`src/rtl/ysyx_25040109_lsu_pkg.sv`:
```
// Shared definitions for the multi-cycle load/store unit.
//   - funct3 encodings for loads and stores
//   - exception cause encoding reported on out_cause
//   - FSM state encoding
//   - decode helpers for funct3 legality and natural alignment
package ysyx_25040109_lsu_pkg;

    localparam logic [2:0] F3_LB  = 3'b000;
    localparam logic [2:0] F3_LH  = 3'b001;
    localparam logic [2:0] F3_LW  = 3'b010;
    localparam logic [2:0] F3_LD  = 3'b011;
    localparam logic [2:0] F3_LBU = 3'b100;
    localparam logic [2:0] F3_LHU = 3'b101;
    localparam logic [2:0] F3_LWU = 3'b110;

    localparam logic [2:0] F3_SB  = 3'b000;
    localparam logic [2:0] F3_SH  = 3'b001;
    localparam logic [2:0] F3_SW  = 3'b010;
    localparam logic [2:0] F3_SD  = 3'b011;

    typedef enum logic [1:0] {
        CAUSE_LOAD_MISALIGN  = 2'd0,
        CAUSE_LOAD_FAULT     = 2'd1,
        CAUSE_STORE_MISALIGN = 2'd2,
        CAUSE_STORE_FAULT    = 2'd3
    } cause_e;

    typedef enum logic [1:0] {
        ST_IDLE = 2'd0,
        ST_REQ  = 2'd1,
        ST_RESP = 2'd2,
        ST_WB   = 2'd3
    } state_e;

    // Double-word forms exist only on a 64-bit datapath.
    function automatic logic funct3_legal(input logic is_load, input logic [2:0] f3,
                                          input logic is_rv64);
        logic ok;
        ok = 1'b0;
        if (is_load) begin
            case (f3)
                F3_LB, F3_LH, F3_LW, F3_LBU, F3_LHU: ok = 1'b1;
                F3_LD, F3_LWU:                       ok = is_rv64;
                default:                             ok = 1'b0;
            endcase
        end else begin
            case (f3)
                F3_SB, F3_SH, F3_SW: ok = 1'b1;
                F3_SD:               ok = is_rv64;
                default:             ok = 1'b0;
            endcase
        end
        return ok;
    endfunction

    // Access size is funct3[1:0] for both classes; require natural alignment.
    function automatic logic misaligned(input logic [2:0] f3, input logic [2:0] low_addr);
        logic mis;
        case (f3[1:0])
            2'b01:   mis = low_addr[0];
            2'b10:   mis = |low_addr[1:0];
            2'b11:   mis = |low_addr;
            default: mis = 1'b0;
        endcase
        return mis;
    endfunction

endpackage

```
`src/rtl/ysyx_25040109_lsu_align.sv`:
```
// Combinational byte-lane alignment for the LSU.
//   funct3     in   access type (size in [1:0], unsigned flag in [2])
//   offset     in   byte offset of the access inside the bus word
//   store_data in   rs2 value, right-aligned
//   load_word  in   full bus word returned by memory
//   bus_wdata  out  store data moved to its byte lane
//   bus_wstrb  out  byte-enable mask for the store
//   load_data  out  selected load bytes, sign- or zero-extended
module ysyx_25040109_lsu_align
    import ysyx_25040109_lsu_pkg::*;
#(
    parameter  int XLEN   = 32,
    localparam int OFF_W  = $clog2(XLEN / 8),
    localparam int STRB_W = XLEN / 8
) (
    input  logic [2:0]        funct3,
    input  logic [OFF_W-1:0]  offset,
    input  logic [XLEN-1:0]   store_data,
    input  logic [XLEN-1:0]   load_word,
    output logic [XLEN-1:0]   bus_wdata,
    output logic [STRB_W-1:0] bus_wstrb,
    output logic [XLEN-1:0]   load_data
);

    logic [OFF_W+2:0] shamt;
    logic [XLEN-1:0]  sized_data;
    logic [XLEN-1:0]  lane;

    // NOTE: every always_comb output gets a value on every path (case defaults
    // included) so no latch can be inferred.
    always_comb begin
        shamt = {offset, 3'b000};

        // Clear bytes above the access size so unused lanes carry zeros.
        case (funct3[1:0])
            2'b00:   sized_data = XLEN'(store_data[7:0]);
            2'b01:   sized_data = XLEN'(store_data[15:0]);
            2'b10:   sized_data = XLEN'(store_data[31:0]);
            default: sized_data = store_data;
        endcase
        bus_wdata = sized_data << shamt;

        case (funct3[1:0])
            2'b00:   bus_wstrb = STRB_W'(1'b1)  << offset;
            2'b01:   bus_wstrb = STRB_W'(2'b11) << offset;
            2'b10:   bus_wstrb = STRB_W'(4'hF)  << offset;
            default: bus_wstrb = '1;
        endcase

        // Bring the addressed bytes down to bit 0, then extend from there.
        lane = load_word >> shamt;
        case (funct3)
            F3_LB:   load_data = XLEN'($signed(lane[7:0]));
            F3_LBU:  load_data = XLEN'(lane[7:0]);
            F3_LH:   load_data = XLEN'($signed(lane[15:0]));
            F3_LHU:  load_data = XLEN'(lane[15:0]);
            F3_LW:   load_data = XLEN'($signed(lane[31:0]));
            F3_LWU:  load_data = XLEN'(lane[31:0]);
            default: load_data = lane;
        endcase
    end

endmodule

```
`src/rtl/ysyx_25040109_lsu_mc.sv`:
```
// Multi-cycle load/store unit between EXU and WBU.
//   clock, reset                synchronous active-high reset
//   in_*                        operation from EXU (valid/ready)
//   mem_req_*                   memory request (valid/ready), lane-aligned
//   mem_resp_*                  memory response strobe, always accepted
//   out_*                       result to WBU (valid/ready) with exception info
// Every output is either a flop or a decode of the state register.
module ysyx_25040109_lsu_mc
    import ysyx_25040109_lsu_pkg::*;
#(
    parameter int XLEN   = 32,
    parameter int ADDR_W = 32
) (
    input  logic                clock,
    input  logic                reset,
    input  logic                in_valid,
    output logic                in_ready,
    input  logic [ADDR_W-1:0]   in_addr,
    input  logic [XLEN-1:0]     in_wdata,
    input  logic [2:0]          in_funct3,
    input  logic                in_is_load,
    input  logic                in_is_store,
    output logic                mem_req_valid,
    input  logic                mem_req_ready,
    output logic [ADDR_W-1:0]   mem_req_addr,
    output logic                mem_req_wen,
    output logic [XLEN-1:0]     mem_req_wdata,
    output logic [XLEN/8-1:0]   mem_req_wstrb,
    input  logic                mem_resp_valid,
    input  logic [XLEN-1:0]     mem_resp_rdata,
    input  logic                mem_resp_err,
    output logic                out_valid,
    input  logic                out_ready,
    output logic [XLEN-1:0]     out_rdata,
    output logic                out_exc,
    output logic [1:0]          out_cause
);

    localparam int   OFF_W   = $clog2(XLEN / 8);
    localparam int   STRB_W  = XLEN / 8;
    localparam logic IS_RV64 = (XLEN == 64);

    state_e              state_q, state_d;
    logic [OFF_W-1:0]    off_q, off_d;
    logic [2:0]          funct3_q, funct3_d;
    logic                is_load_q, is_load_d;
    logic [ADDR_W-1:0]   req_addr_q, req_addr_d;
    logic                req_wen_q, req_wen_d;
    logic [XLEN-1:0]     req_wdata_q, req_wdata_d;
    logic [STRB_W-1:0]   req_wstrb_q, req_wstrb_d;
    logic [XLEN-1:0]     out_rdata_q, out_rdata_d;
    logic                out_exc_q, out_exc_d;
    cause_e              out_cause_q, out_cause_d;

    logic [2:0]          align_funct3;
    logic [OFF_W-1:0]    align_off;
    logic [XLEN-1:0]     align_wdata;
    logic [STRB_W-1:0]   align_wstrb;
    logic [XLEN-1:0]     align_load;

    // One aligner serves both directions: in IDLE it sees the incoming store,
    // afterwards the latched access type for extracting the response.
    assign align_funct3 = (state_q == ST_IDLE) ? in_funct3 : funct3_q;
    assign align_off    = (state_q == ST_IDLE) ? in_addr[OFF_W-1:0] : off_q;

    ysyx_25040109_lsu_align #(.XLEN(XLEN)) u_align (
        .funct3     (align_funct3),
        .offset     (align_off),
        .store_data (in_wdata),
        .load_word  (mem_resp_rdata),
        .bus_wdata  (align_wdata),
        .bus_wstrb  (align_wstrb),
        .load_data  (align_load)
    );

    always_comb begin
        state_d     = state_q;
        off_d       = off_q;
        funct3_d    = funct3_q;
        is_load_d   = is_load_q;
        req_addr_d  = req_addr_q;
        req_wen_d   = req_wen_q;
        req_wdata_d = req_wdata_q;
        req_wstrb_d = req_wstrb_q;
        out_rdata_d = out_rdata_q;
        out_exc_d   = out_exc_q;
        out_cause_d = out_cause_q;

        case (state_q)
            ST_IDLE: begin
                if (in_valid) begin
                    off_d     = in_addr[OFF_W-1:0];
                    funct3_d  = in_funct3;
                    is_load_d = in_is_load;
                    if (!in_is_load && !in_is_store) begin
                        state_d     = ST_WB;
                        out_rdata_d = '0;
                        out_exc_d   = 1'b0;
                        out_cause_d = CAUSE_LOAD_MISALIGN;
                    end else if (!funct3_legal(in_is_load, in_funct3, IS_RV64) ||
                                 misaligned(in_funct3, in_addr[2:0])) begin
                        // Rejected before any bus activity: no partial access.
                        state_d     = ST_WB;
                        out_rdata_d = '0;
                        out_exc_d   = 1'b1;
                        if (in_is_load) out_cause_d = CAUSE_LOAD_MISALIGN;
                        else            out_cause_d = CAUSE_STORE_MISALIGN;
                    end else begin
                        state_d     = ST_REQ;
                        req_addr_d  = {in_addr[ADDR_W-1:OFF_W], {OFF_W{1'b0}}};
                        req_wen_d   = in_is_store;
                        req_wdata_d = in_is_store ? align_wdata : '0;
                        req_wstrb_d = in_is_store ? align_wstrb : '0;
                    end
                end
            end
            ST_REQ: begin
                if (mem_req_ready) state_d = ST_RESP;
            end
            ST_RESP: begin
                if (mem_resp_valid) begin
                    state_d = ST_WB;
                    if (mem_resp_err) begin
                        out_rdata_d = '0;
                        out_exc_d   = 1'b1;
                        if (is_load_q) out_cause_d = CAUSE_LOAD_FAULT;
                        else           out_cause_d = CAUSE_STORE_FAULT;
                    end else begin
                        out_rdata_d = is_load_q ? align_load : '0;
                        out_exc_d   = 1'b0;
                        out_cause_d = CAUSE_LOAD_MISALIGN;
                    end
                end
            end
            ST_WB: begin
                if (out_ready) state_d = ST_IDLE;
            end
            default: state_d = ST_IDLE;
        endcase
    end

    // NOTE: state flops use non-blocking assignments so every flop samples the
    // pre-edge value of the others, independent of statement order.
    // Datapath flops are reset too, since their reset values are visible on
    // the ports.
    always_ff @(posedge clock) begin
        if (reset) begin
            state_q     <= ST_IDLE;
            off_q       <= '0;
            funct3_q    <= '0;
            is_load_q   <= 1'b0;
            req_addr_q  <= '0;
            req_wen_q   <= 1'b0;
            req_wdata_q <= '0;
            req_wstrb_q <= '0;
            out_rdata_q <= '0;
            out_exc_q   <= 1'b0;
            out_cause_q <= CAUSE_LOAD_MISALIGN;
        end else begin
            state_q     <= state_d;
            off_q       <= off_d;
            funct3_q    <= funct3_d;
            is_load_q   <= is_load_d;
            req_addr_q  <= req_addr_d;
            req_wen_q   <= req_wen_d;
            req_wdata_q <= req_wdata_d;
            req_wstrb_q <= req_wstrb_d;
            out_rdata_q <= out_rdata_d;
            out_exc_q   <= out_exc_d;
            out_cause_q <= out_cause_d;
        end
    end

    assign in_ready      = (state_q == ST_IDLE);
    assign mem_req_valid = (state_q == ST_REQ);
    assign out_valid     = (state_q == ST_WB);
    assign mem_req_addr  = req_addr_q;
    assign mem_req_wen   = req_wen_q;
    assign mem_req_wdata = req_wdata_q;
    assign mem_req_wstrb = req_wstrb_q;
    assign out_rdata     = out_rdata_q;
    assign out_exc       = out_exc_q;
    assign out_cause     = out_cause_q;

endmodule
```
`config.mk`:
```
export PLATFORM = sky130hd
export DESIGN_NAME = ysyx_25040109_lsu_mc
export DESIGN_NICKNAME = d
export VERILOG_FILES = /design/src/rtl/ysyx_25040109_lsu_pkg.sv /design/src/rtl/ysyx_25040109_lsu_align.sv /design/src/rtl/ysyx_25040109_lsu_mc.sv
export SDC_FILE = /design/constraint.sdc
export NUM_CORES = 1
export LEC_CHECK = 0
export ABC_CLOCK_PERIOD_IN_PS = 4180
export CORE_ASPECT_RATIO = 1.25
export CORE_MARGIN = 4
export CORE_UTILIZATION = 44
export DETAILED_ROUTE_END_ITERATION = 8
export PLACE_DENSITY_LB_ADDON = 0.2
export SLEW_MARGIN = 10
export SYNTH_ARGS = -nofsm -noshare
export SYNTH_HDL_FRONTEND = slang
export SYNTH_SLANG_ARGS = --single-unit
export TNS_END_PERCENT = 20
```
`constraint.sdc`:
```
create_clock -name clock -period 4.18 [get_ports clock]
set_input_delay 0.418 -clock clock [delete_from_list [all_inputs] [get_ports clock]]
set_output_delay 0.418 -clock clock [all_outputs]
set_load 0.02 [all_outputs]
```
After elaboration in Yosys (flattened, before gate mapping)
Cells that the tools add are included.
{"block": "word_totals", "regBits": 110, "out_inout_bits": 107, "word_cells": 101, "input_bits": 108}
{"block": "classes", "n_eq_ne": 20, "n_reduce_logical": 18, "n_mux": 45, "n_bitwise": 2, "shift": 5}
{"cell": "32-bit 2-to-1 mux", "n": 7}
{"cell": "32-bit one-hot mux with 2 select lines", "n": 2}
{"cell": "32-bit one-hot mux with 4 select lines", "n": 1}
{"cell": "32-bit by 5-bit left shift with 32-bit output", "n": 1}
{"cell": "32-bit by 5-bit right shift with 32-bit output", "n": 1}
{"cell": "2-bit 2-to-1 mux", "n": 14}
{"cell": "1-bit 2-to-1 mux", "n": 14}
{"cell": "3-bit equality test (second input constant)", "n": 4}
{"cell": "4-bit one-hot mux with 3 select lines", "n": 1}
{"cell": "4-bit AND reduction", "n": 3}
{"cell": "2-bit equality test (second input constant)", "n": 5}
{"cell": "2-bit one-hot mux with 4 select lines", "n": 1}
{"cell": "2-bit by 1-bit equality test with 1-bit output (second input constant)", "n": 3}
{"cell": "3-bit by 1-bit equality test with 1-bit output (second input constant)", "n": 2}
{"cell": "3-bit logical NOT", "n": 2}
{"cell": "3-bit OR reduction", "n": 2}
{"cell": "5-bit OR reduction", "n": 1}
{"cell": "2-bit logical NOT", "n": 2}
{"cell": "4-bit 2-to-1 mux", "n": 1}
{"cell": "2-bit by 1-bit != test with 1-bit output (second input constant)", "n": 2}
{"cell": "2-bit != test (second input constant)", "n": 2}
{"cell": "2-bit one-hot mux with 2 select lines", "n": 1}
{"cell": "1-bit by 2-bit left shift with 4-bit output (first input constant)", "n": 1}
{"cell": "2-bit by 2-bit left shift with 4-bit output (first input constant)", "n": 1}
{"cell": "other kinds (13)", "n": 16}

Depth between registers and ports, before layout
{"block": "depth", "depth_word": 13, "depth_mapped": 13, "ltp_nobuf": 9}

By module
From an unflattened synthesis, not the netlist that was laid out.
{"block": "hier_totals", "cells_unflattened": 724, "area_unflattened_um2": 6010.8}
{"module": "ysyx_25040109_lsu_mc", "area_per_inst_um2": 4600.7, "cells_each": 530, "seq_area_each_um2": 2202.1, "n_inst": 1}
{"module": "ysyx_25040109_lsu_align", "area_per_inst_um2": 1410.1, "cells_each": 194, "seq_area_each_um2": 0.0, "n_inst": 1}

Worst setup path before layout
No wires, ideal clock.
{"block": "synth_timing", "path_type": "register -> register", "from": "register state_q[0]", "to": "register req_wdata_q[24], in the netlist mem_req_wdata[24]", "setup_ns": 0.117, "period_less_slack_ns": 3.106, "path_buffers": 4, "required_ns": 4.063, "arrival_time_ns": 2.990, "path_stages_with_launch": 13, "setup_slack_ns": 1.074, "cell_sequence": "dfxtp_1 -> inv_1 -> ha_1 -> buf_4 -> buf_4 -> clkbuf_1 -> mux2_2 -> ha_1 -> o21a_2 -> and2_1 -> buf_2 -> a221o_1 -> a22o_1"}
{"block": "synth_between", "elab_chain_cells": 6, "elab_cells_between_ends": 9, "cone_classes": "eq/ne (1); shift (1); mux (4); reduce/logical (3)"}
{"element": "start: declaration", "line_no": "ysyx_25040109_lsu_mc.sv:43", "source": "state_e state_q, state_d;"}
{"element": "start signal: assignment", "line_no": "ysyx_25040109_lsu_mc.sv:160", "source": "state_q <= state_d;"}
{"element": "2-bit logical NOT (*)"}
{"element": "named net in_ready", "line_no": "ysyx_25040109_lsu_mc.sv:17", "source": "output logic in_ready,"}
{"element": "3-bit 2-to-1 mux", "line_no": "ysyx_25040109_lsu_mc.sv:63", "source": "assign align_funct3 = (state_q == ST_IDLE) ? in_funct3 : funct3_q;"}
{"element": "2-bit by 1-bit equality test with 1-bit output / 2-bit logical NOT (equally long branches)", "line_no": "ysyx_25040109_lsu_align.sv:35", "source": "case (funct3[1:0])"}
{"element": "32-bit one-hot mux with 2 select lines", "line_no": "ysyx_25040109_lsu_align.sv:35"}
{"element": "32-bit by 5-bit left shift with 32-bit output", "line_no": "ysyx_25040109_lsu_align.sv:41", "source": "bus_wdata = sized_data << shamt;"}
{"element": "32-bit 2-to-1 mux", "line_no": "ysyx_25040109_lsu_mc.sv:112", "source": "req_wdata_d = in_is_store ? align_wdata : '0;"}
{"element": "end signal: assignment", "line_no": "ysyx_25040109_lsu_mc.sv:166", "source": "req_wdata_q <= req_wdata_d;"}
{"element": "end: declaration", "line_no": "ysyx_25040109_lsu_mc.sv:49", "source": "logic [XLEN-1:0] req_wdata_q, req_wdata_d;"}
The timed path passes the listed nets; every way through them passes the cells marked *.
A chain may end at the register's enable or synchronous reset.

Worst setup path after layout
{"block": "layout_timing", "from": "register state_q[1]", "to": "register req_wdata_q[23], in the netlist mem_req_wdata[23]"}
{"block": "layout_between", "elab_chain_cells": 6, "elab_cells_between_ends": 9, "cone_classes": "eq/ne (1); shift (1); mux (4); reduce/logical (3)"}
{"element": "2-bit logical NOT (*)", "line_no": "ysyx_25040109_lsu_mc.sv:63, ysyx_25040109_lsu_mc.sv:64, ysyx_25040109_lsu_mc.sv:89"}
{"element": "3-bit 2-to-1 mux", "line_no": "ysyx_25040109_lsu_mc.sv:63"}
{"element": "2-bit by 1-bit equality test with 1-bit output / 2-bit logical NOT (equally long branches)", "line_no": "ysyx_25040109_lsu_align.sv:35"}
{"element": "32-bit one-hot mux with 2 select lines", "line_no": "ysyx_25040109_lsu_align.sv:35"}
{"element": "32-bit by 5-bit left shift with 32-bit output", "line_no": "ysyx_25040109_lsu_align.sv:41"}
{"element": "32-bit 2-to-1 mux", "line_no": "ysyx_25040109_lsu_mc.sv:112"}
Mark *: on every way between the ends. The rest lies on a longest branch, timed or not.

==> out/metrics.cfg <==
[status]
status = completed

[worst_setup_path]
startpoint_type = register
critPathBufInv = 4
cp_slowest_cell = nor2_1
worst-path-max-fanout = 45
critPathArrivalTime_ns = 3.64
end_kind = register
worstSetupPathType = reg -> reg
cpPeakStageDelay_ns = 0.59
crit_family = buffers and inverters
crit_required_ns = 4.47
worstPathCellList = inv_1 > ha_1 > buf_4 > clkinv_1 > nor2_1 > and3_1 > buf_4 > and3_1 > a22o_1

[global_routing]
grtUsageTotal = 0.264
grt_pass1_vias = 5841
grt-ovfl-total = 0
antenna_found_initial = 0
grt_pass1_wl_um = 30000
grt_max_degree = 67

[floorplan]
initial_utilization = 0.449
die_w_um = 108
core_um2 = 12200
pin_count = 215
dieHeight_um = 133
fp-row-count = 45
die-area_um2 = 14300

[min_path]
hold_path_class = reg -> reg

[cts]
cts_setup_buffers = 0
cts_root_buffer = clkbuf_16
cts_buffers = 9
post_cts_resized = 0
clockBufferDepth = 2
path_clk_slew_ns = 0.07
htreeDepth = 3
clk_latency_ns = 0.35
cts.sinks = 110
cts_hold_buf = 0
cts_tree = yes

[pwr]
intPower_mw = 2.18
ir_drop_mv = 0.307
seqPwrFrac = 0.305
p_leak_nw = 2.80
p_sw_mw = 1.60
p_per_area_nw_per_um2 = 479
p_sw_frac = 0.423
finalPower_mw = 3.78
p_clk_frac = 0.219
pwr-share-comb = 0.476

[timing]
tns_ns = 0
min_period_ns = 3.34
slew_headroom = 0.195
setup_violations = 0
max_freq_mhz = 299
fin_skew_ns = 0.00943
slew_violations = 0
rsz0062_at_grt = false
tightest_slew_ns = 1.20
finalCritPeriodShare = 0.800
hold_violations = 0

[detailed_routing]
vias = 5927
routed_via_density = 5.75
wire_per_inst_um = 18.7
drt_iter0_drc = 372
drt_wl_total_um = 19300
dr.pass1.iters = 6
drc = 0
ant_nets = 0

[place]
gp_congestion = 0.916
dpl_cell_area_um2 = 7610
io_buffer_count = 212
hpwl_um = 14500

[synth]
ys_warn_count = 0
synthCells = 687
ys_async_sr_fraction = 0
syn_avg_cell_area_um2 = 7.95
ys_types = 59
ys.flop_type = dfxtp_1
syn_area_um2 = 5460
ys_seq_elements = 110
seq_area_frac_synth = 0.403
synth-edff-count = 0

[layout]
area_delta_synth_final_pct = 44.5
layout_common_cells = clkdlybuf4s50_1, nand2_1, dfxtp_1, a21oi_1, inv_1
postLayoutCellArea_um2 = 7890
final_common_cell = clkdlybuf4s50_1
drive_gt1_frac = 0.0484
final_nets = 978
diodes = 0
post-route-util = 0.649

[run]
maxCapViolCount = 0

synth_stat cells, types with 2 or more instances:
cell       instances  area share
a221oi_1           7       0.011
o21ai_0           24       0.022
a31oi_1            2      0.0023
and2_1             4      0.0046
a21oi_1           84       0.077
o2bb2ai_1         16       0.026
nor3b_1            3      0.0041
buf_2             12       0.011
a22oi_1           11       0.015
ha_1               8       0.018
nand2b_1           3      0.0034
dfxtp_1          110        0.40
a32oi_1            9       0.014
o41ai_1            7       0.011
and3_1             2      0.0023
inv_1             28       0.019
mux2_2             3      0.0062
o211ai_1          12       0.016
nor2_1            26       0.018
a221o_1            7       0.013
buf_1              6      0.0041
mux2i_1           11       0.020
o32ai_1            8       0.013
nand2_1          158        0.11
nor3_1             4      0.0037
buf_4              6      0.0082
a22o_1            15       0.024
o22ai_1            2      0.0023
clkbuf_1          33       0.023
nand4_1            9       0.010
nand3_1           23       0.021
o2111ai_1          7       0.011
registers in the layout, indices dropped and copies added (netlist names), 2 cells and up:
name and count:
out_rdata 32, mem_req_wstrb 4, funct3_q 3, mem_req_wdata 32
out_cause 2, state_q 2, mem_req_addr 30, off_q 2
layer usage:
metal / GRT usage / wire, um / up-vias
li1: - / - / 2806
met1: 0.304 / 7350 / 2770
met2: 0.476 / 9870 / 299
met3: 0.0473 / 1450 / 52
met4: 0.102 / 660 / 0
met5: 0 / 0 / -
power by group through the flow:
stage                     combinational [mW]  sequential (mW)  clock (mW)
after global routing                    1.96             1.16       0.882
after CTS                               1.78             1.15       0.837
final                                   1.80             1.15       0.828
after floorplan                         1.21             1.21           0
after detailed placement                1.78             1.18           0
after global placement                  1.74             1.17           0
logic make-up after synthesis:
logic type	after synthesis	share of synthesized area
and+or+nand+nor	238	0.186
AOI/OAI and AO/OA	226	0.291
DFF	110	0.403
buffers and inverters	88	0.0689
muxes	16	0.0316
adders and majority gates	8	0.0183
other	1	0.000686
cell type report:
cell class | count | area (um2)
Clock inverter | 6 | 43.8
Multi-Input combinational cell | 490 | 2900
Timing Repair Buffer | 222 | 2190
Sequential cell | 110 | 2200
Fill cell | 1047 | 4270
Clock buffer | 10 | 239
Tap cell | 164 | 205
Inverter | 29 | 109
through the flow:
step | cells | setup slack, ns | hold WS, ns
floorplan | 688 | 1.07 | 0.434
global placement | 1015 | 0.849 | 0.437
detailed placement | 1015 | 0.741 | 0.445
CTS | 1031 | 0.906 | 0.454
global route | 1031 | 0.595 | 0.472
finish | 1031 | 0.835 | 0.452
worst register-to-register path, stage by stage, from the launching register on:
cell,delay [ns]
dfxtp_1,0.34
inv_1,0.09
ha_1,0.18
buf_4,0.29
clkinv_1,0.51
nor2_1,0.59
and3_1,0.24
buf_4,0.40
and3_1,0.44
a22o_1,0.20
worst paths after layout:
check | from | end | slack (ns) | depth (start not counted)
worst max-delay path | state_q[1] | mem_req_wdata[23] | 0.84 | 9
worst min-delay path | mem_req_wdata[4] | mem_req_wdata[4] | 0.45 | 2
worst max register to register | state_q[1] | mem_req_wdata[23] | 0.84 | 9
worst min register to register | mem_req_wdata[4] | mem_req_wdata[4] | 0.45 | 2
(Power assumes the default switching activity.)
